--- src/rtl/parity_check_buf.sv ---
// parity_check_buf: parity-checking flit buffer.
// Each incoming flit (payload in bits DATA_W:1, parity in bit 0) is checked
// against even (ODD=0) or odd (ODD=1) parity, tagged with an error bit and
// queued in a DEPTH-entry circular FIFO. Erroneous accepts are tallied in a
// saturating counter and a sticky flag, both cleared by clr_err.
//
// Optional build macro PARITY_DROP_EN: when defined, flits that fail the
// parity check are still accepted and counted, but are discarded instead of
// being buffered, and out_err is tied to 0.
//
// Handshake: on each side a transfer happens on a rising clk edge where
// valid=1 and ready=1 in the same cycle. A source holds valid and data stable
// until the transfer. in_ready depends only on buffer state (never on
// out_ready), and out_valid/out_data/out_err come from storage, so there is no
// combinational path from the input side to the output side.
module parity_check_buf #(
    parameter int DATA_W = 8,
    parameter int ODD    = 0,
    parameter int DEPTH  = 2,
    parameter int CNT_W  = 8
) (
    input  logic              clk,
    input  logic              rst_n,
    input  logic              in_valid,
    output logic              in_ready,
    input  logic [DATA_W:0]   in_data,
    output logic              out_valid,
    input  logic              out_ready,
    output logic [DATA_W:0]   out_data,
    output logic              out_err,
    output logic [CNT_W-1:0]  err_count,
    output logic              err_sticky,
    input  logic              clr_err
);

    localparam int PTR_W = $clog2(DEPTH);
    localparam int OCC_W = PTR_W + 1;
    localparam logic [OCC_W-1:0] FULL_OCC = OCC_W'(DEPTH);
    localparam logic             ODD_BIT  = (ODD != 0);
    localparam logic [CNT_W-1:0] CNT_MAX  = {CNT_W{1'b1}};

    logic [DATA_W:0]  mem_data [DEPTH];
    logic [PTR_W-1:0] wr_ptr;
    logic [PTR_W-1:0] rd_ptr;
    logic [OCC_W-1:0] occ;
    logic             ready_en;
    logic             in_err;
    logic             accept;
    logic             do_write;
    logic             pop;
    logic             full;
    logic             empty;

    // Parity check on the raw input flit; 1 means the flit is corrupt.
    assign in_err = (^in_data[DATA_W:1]) ^ ODD_BIT ^ in_data[0];

    assign full      = (occ == FULL_OCC);
    assign empty     = (occ == '0);
    assign in_ready  = ready_en & ~full;
    assign out_valid = ~empty;
    assign accept    = in_valid & in_ready;
    assign pop       = out_valid & out_ready;

`ifdef PARITY_DROP_EN
    // Corrupt flits are consumed from upstream but never stored.
    assign do_write = accept & ~in_err;
    assign out_err  = 1'b0;
`else
    logic mem_err [DEPTH];

    assign do_write = accept;
    assign out_err  = mem_err[rd_ptr];

    // Error tag storage, written alongside the flit payload.
    always_ff @(posedge clk or negedge rst_n) begin
        if (!rst_n) begin
            for (int i = 0; i < DEPTH; i++) begin
                mem_err[i] <= 1'b0;
            end
        end else if (do_write) begin
            mem_err[wr_ptr] <= in_err;
        end
    end
`endif

    assign out_data = mem_data[rd_ptr];

    // Hold in_ready low until the first edge after reset is released.
    always_ff @(posedge clk or negedge rst_n) begin
        if (!rst_n) begin
            ready_en <= 1'b0;
        end else begin
            ready_en <= 1'b1;
        end
    end

    // Flit storage; cleared on reset so the head reads 0 while empty.
    always_ff @(posedge clk or negedge rst_n) begin
        if (!rst_n) begin
            for (int i = 0; i < DEPTH; i++) begin
                mem_data[i] <= '0;
            end
        end else if (do_write) begin
            mem_data[wr_ptr] <= in_data;
        end
    end

    // Circular pointers (power-of-two depth wraps naturally) and occupancy.
    always_ff @(posedge clk or negedge rst_n) begin
        if (!rst_n) begin
            wr_ptr <= '0;
            rd_ptr <= '0;
            occ    <= '0;
        end else begin
            if (do_write) begin
                wr_ptr <= wr_ptr + PTR_W'(1);
            end
            if (pop) begin
                rd_ptr <= rd_ptr + PTR_W'(1);
            end
            case ({do_write, pop})
                2'b10:   occ <= occ + OCC_W'(1);
                2'b01:   occ <= occ - OCC_W'(1);
                default: occ <= occ;
            endcase
        end
    end

    // Saturating error counter and sticky flag; a new error beats a clear.
    always_ff @(posedge clk or negedge rst_n) begin
        if (!rst_n) begin
            err_count  <= '0;
            err_sticky <= 1'b0;
        end else if (accept && in_err) begin
            err_sticky <= 1'b1;
            if (clr_err) begin
                err_count <= CNT_W'(1);
            end else if (err_count != CNT_MAX) begin
                err_count <= err_count + CNT_W'(1);
            end
        end else if (clr_err) begin
            err_count  <= '0;
            err_sticky <= 1'b0;
        end
    end

endmodule
--- config.mk ---
export PLATFORM = sky130hd
export DESIGN_NAME = parity_check_buf
export DESIGN_NICKNAME = d
export VERILOG_FILES = /design/src/rtl/parity_check_buf.sv
export SDC_FILE = /design/constraint.sdc
export NUM_CORES = 1
export LEC_CHECK = 0
export CAP_MARGIN = 20
export CORE_UTILIZATION = 50
export DETAILED_ROUTE_END_ITERATION = 16
export PLACE_DENSITY = 0.83
export SETUP_SLACK_MARGIN = 0.5
export SYNTH_ARGS = -nofsm -noshare
export SYNTH_HDL_FRONTEND = slang
export SYNTH_SLANG_ARGS = --single-unit
--- constraint.sdc ---
create_clock -name clk -period 4.3 [get_ports clk]
set_clock_uncertainty 0.05 [all_clocks]
set_input_delay 0.43 -clock clk [delete_from_list [all_inputs] [get_ports clk]]
set_output_delay 0.43 -clock clk [all_outputs]
set_load 0.02 [all_outputs]
# [Word-level counts from Yosys, hierarchy flattened]
# Cells that the tools add are included.
[op_classes] addsub=5 magnitude_cmp=3 n_eq_ne=4 muxes=19 bitwise=8 reduce_logical=8
[ops] operator="2-to-1 mux 9 bit" n=4
[ops] operator="2-to-1 mux 8 bit" n=4
[ops] operator="bitwise mux 18 bit" n=1
[ops] operator="demux 9 bit (select 1 bit)" n=1
[ops] operator="adder 8 x 1 -> 8 bit, second input constant" n=1
[ops] operator="inequality test 8 bit, second input constant" n=1
[ops] operator="XOR reduction 8 bit" n=1
[ops] operator="2-to-1 mux 1 bit" n=6
[ops] operator="nonzero test 2 bit" n=3
[ops] operator="equality test 2 bit, second input constant" n=2
[ops] operator="greater-or-equal comparator 2 bit, second input constant" n=2
[ops] operator="inverter 1 -> 2 bit" n=2
[ops] operator="one-hot mux 2 bit (2 select lines)" n=1
[ops] operator="AND 1 bit" n=3
[ops] operator="adder 1 bit, second input constant" n=2
[ops] operator="adder 2 x 1 -> 2 bit, second input constant" n=1
[ops] operator="bitwise mux 2 bit" n=1
[ops] operator="equality test 2 x 1 -> 1 bit, second input constant" n=1
[ops] operator="logical AND 1 bit" n=2
[ops] operator="logical NOT 2 bit" n=1
[ops] operator="< comparator 2 x 1 -> 1 bit, second input constant" n=1
[ops] operator="inverter 1 bit" n=2
[ops] operator="AND reduction 2 bit" n=1
[ops] operator="subtractor 2 x 1 -> 2 bit, second input constant" n=1
[ops] operator="2 further kinds" n=2
[word_totals] register_bits=34 output_inout_bits=21 elab_cells=57

# [Longest topological paths before layout]
[logic_depth] word_depth=7 depth_mapped=7 mapped_depth_nobuf=7

# [Worst setup path before layout]
# OpenSTA, ideal clock, no wires.
[synth_path] path_kind="reg2reg" start="register occ[1]" end="register mem_data[10] in the netlist's numbering" setup_time_ps=125 arrival_ps=1840 setup_slack_ps=2286 stages_incl_launch_ff=6 path_cell_list="dfrtp_1 > nor2b_1 > nor2b_1 > nand2_1 > nor2_2 > mux2_2"
[synth_between] elab_chain_len=4
[synth_lines] element="start: declaration" line="45" source="logic [OCC_W-1:0] occ;"
[synth_lines] element="start signal: assignment" line="122" source="2'b10: occ <= occ + OCC_W'(1);"
[synth_lines] element="start signal: assignment" line="123" source="2'b01: occ <= occ - OCC_W'(1);"
[synth_lines] element="equality test 2 bit" line="57" source="assign full = (occ == FULL_OCC);"
[synth_lines] element="inverter 1 bit" line="59" source="assign in_ready = ready_en & ~full;"
[synth_lines] element="AND 1 bit" line="59"
[synth_lines] element="via in_ready" line="25" source="output logic in_ready,"
[synth_lines] element="AND 1 bit" line="61" source="assign accept = in_valid & in_ready;"
[synth_lines] element="end signal: indexed assignment" line="104" source="mem_data[wr_ptr] <= in_data;"
[synth_lines] element="end: declaration" line="42" source="logic [DATA_W:0] mem_data [DEPTH];"
# The timed path passes the listed nets, and every way through them passes these cells.
# A chain may end at the register's enable or synchronous reset.

# [Worst setup path in the final report]
[layout_path] start="register rd_ptr" end="output port out_data[4]"
[layout_between] elab_chain_len=4
[layout_lines] element="start: declaration" line="44" source="logic [PTR_W-1:0] rd_ptr;"
[layout_lines] element="start signal: assignment" line="119" source="rd_ptr <= rd_ptr + PTR_W'(1);"
[layout_lines] element="inverter 1 -> 2 bit (not written as such)" line="86" source="assign out_data = mem_data[rd_ptr];"
[layout_lines] element="2-to-1 mux 9 bit (not written as such) (3 in a row)" line="86"
[layout_lines] element="end: declaration" line="29" source="output logic [DATA_W:0] out_data,"
# Every way passes these cells. The select of a mux whose other input is x is not followed.

==> flow_metrics.env <==
export IMPL_post_dp_cell_area_um2=2086
export IMPL_grt_overflow_total=0
export IMPL_ys_top_cells_by_count="34 x dfrtp_1, 31 x mux2_2, 6 x nand2_1, 6 x nor2_1, 6 x xnor2_1"
export IMPL_cts_resized=0
export IMPL_start_util=0.5404
export IMPL_post_route_util=0.6872
export IMPL_gr_usage_all_layers=0.2072
export IMPL_hpwl_um=2315
export IMPL_synth_top_area_frac=0.5033
export IMPL_maxCapViolCount=0
export IMPL_synth_seq_cells=34
export IMPL_ys_types=34
export IMPL_rsz0062_at_grt="no"
export IMPL_drc=0
export IMPL_holdBufCountCts=0
export IMPL_drtIter0Drc=40
export IMPL_yosysMostFrequentCell="dfrtp_1"
export IMPL_wl_per_cell_um=14.88
export IMPL_cts_clk_slew_worst_paths_ns=0.10
export IMPL_grt_antenna_before_repair=0
export IMPL_crit_required_ns=3.82
export IMPL_insertion_delay_ns=0.33
export IMPL_clock_path_buffers=2
export IMPL_layout_min_cycle_time_ns=2.397
export IMPL_fin_area_um2=2150
export IMPL_hold_viol=0
export IMPL_cts_sinks=34
export IMPL_dieHeight_um=60.15
export IMPL_rows=20
export IMPL_ioPinCount=35
export IMPL_synth_area_leader_cell="dfrtp_1"
export IMPL_synth_seq_area_share=0.5033
export IMPL_rrSetupSlack_ns=2.27
export IMPL_ff2ff_path_depth=5
export IMPL_diodes=0
export IMPL_cts_setup_buffers=0
export IMPL_die_area_um2=3617
export IMPL_maxSlewHeadroom=0.6205
export IMPL_ys_flop_type="dfrtp_1"
export IMPL_endpoint_kind="primary output"
export IMPL_status="completed"
export IMPL_reg2reg_to="mem_data[16]$_DFFE_PN0P_"
export IMPL_port_buffers=34
export IMPL_worstReg2RegStart="occ[1]$_DFFE_PN0P_"
export IMPL_peakVddDrop_v=0.0003087
export IMPL_finalSetupViolations=0
export IMPL_ys_warnings_count=0
export IMPL_syn_instance_count=134
export IMPL_fin_nets=190
export IMPL_power_leakage_nw=0.8553
export IMPL_first_pass_iters=4
export IMPL_whs_ns=0.4424
export IMPL_synthTopCellsByArea="dfrtp_1 50%, mux2_2 21%, xnor2_1 3.1%"
export IMPL_finalMaxSlewViolations=0
export IMPL_vias=1210
export IMPL_cts_tree="built"
export IMPL_coreArea_um2=3128
export IMPL_dieWidth_um=60.15
export IMPL_start_kind="flip-flop"
export IMPL_grt_pass1_vias=1260
export IMPL_synth_edf_count=0
export IMPL_grt_pass1_wl_um=5464
export IMPL_routed_wl_um=3259
export IMPL_root_buffer="clkbuf_4"
export IMPL_syn2layout_area_growth_pct=27.16
export IMPL_cts_htree_levels=2
export IMPL_max_slew_worst_pin_slew_ns=0.5686
export IMPL_pwr_density_cell_nw_per_um2=624.1
export IMPL_cts_buffers=5
export IMPL_synth_area_per_cell_um2=12.61
export IMPL_path_class="reg2out"
export IMPL_period_share=0.5575
export IMPL_mappedNetlistNets=150
export IMPL_post_place_ws_ns=1.628
export IMPL_gp_congestion=0.7963
export IMPL_crit_fanout=11
export IMPL_syn_area_um2=1690
export IMPL_postRouteAntennaNets=0
export IMPL_final_setup_tns_ns=0
export IMPL_via_per_inst=5.525
export IMPL_synthArstFlopShare=1.000
export IMPL_critical_path_arrival_ns=1.92
export IMPL_hold_class="in2async"
export IMPL_grt_max_degree=35
export IMPL_layout_setup_ws_ns=1.903
export IMPL_max_clock_freq_mhz=417.1
export IMPL_drive_above_1_share=0.2743
final cells by class:
type | instances | area [um2]
well taps | 44 | 55.05
repair buffers | 35 | 347.8
clock buffers | 6 | 51.30
flip-flops and latches | 34 | 850.8
fillers | 229 | 978.4
inverters | 1 | 3.754
multi-input cells | 97 | 828.3
clock inverters | 2 | 12.51
report_power, final:
group | internal (mW) | switching [mW]
sequential | 0.442 | 0.0879
combinational | 0.360 | 0.267
clock | 0.0786 | 0.106
total | 0.880 | 0.461
cells in the final DEF (no fill, tap or decap), types with 3 or more instances in the layout:
master           count
mux2_2              31
o21ai_0              5
dfrtp_1             34
clkdlybuf4s50_1     34
nand3_1              5
nand2b_1             3
xnor2_1              6
xor2_1               3
clkbuf_4             5
nor2_1               6
nand2_1              6
a21oi_1              5
how the worst max path moves through the flow:
stage / from / endpoint / slack, ns / cells after the start
detailed placement: in_data[3] / err_count[5]$_DFFE_PN0P_ / 1.63 / 6
CTS: rd_ptr$_DFFE_PN0P_ / out_data[4] / 1.85 / 2
finish: rd_ptr$_DFFE_PN0P_ / out_data[4] / 1.90 / 2
global placement: in_data[6] / err_count[5]$_DFFE_PN0P_ / 1.71 / 6
floorplan: occ[1]$_DFFE_PN0P_ / mem_data[10]$_DFFE_PN0P_ / 2.29 / 5
global route: rd_ptr$_DFFE_PN0P_ / out_data[5] / 1.82 / 2
per-layer routing:
| metal | GRT usage | vias up | part of all wire |
|---|---|---|---|
| li1 | - | 565 | - |
| met1 | 0.2355 | 601 | 0.42 |
| met2 | 0.3783 | 42 | 0.51 |
| met3 | 0.07143 | 2 | 0.060 |
| met5 | 0 | - | 0 |
| met4 | 0.02990 | 0 | 0.0058 |
cells by family (layout without fill, tap and decap cells):
kind of cell / count (synthesis) / in the layout / share of synthesized area
fa+ha+maj: 2 / 2 / 0.01480
buf+inv: 3 / 44 / 0.006661
simple gates: 36 / 36 / 0.1281
other cells: 1 / 1 / 0.002218
mux: 33 / 33 / 0.2206
compound gates: 14 / 14 / 0.04885
xor+xnor: 11 / 11 / 0.07550
flops: 34 / 34 / 0.5033
flip-flops by register name (all words and copies together) (netlist names):
name	flops
err_count	8
err_sticky	1
mem_data	18
mem_err	2
occ	2
rd_ptr	1
ready_en	1
wr_ptr	1
through the flow:
step	power, mW	std cells
4_1_cts	1.356	219
3_5_place_dp	1.170	211
3_3_place_gp	1.140	211
2_1_floorplan	0.9218	134
5_1_grt	1.422	219
6_report	1.342	219
worst max-delay path: stages (launching register included):
cell,delay (ns)
dfrtp_1,0.65
mux2_2,0.39
clkdlybuf4s50_1,0.54
Note: power is estimated with default switching activity, not from simulation.
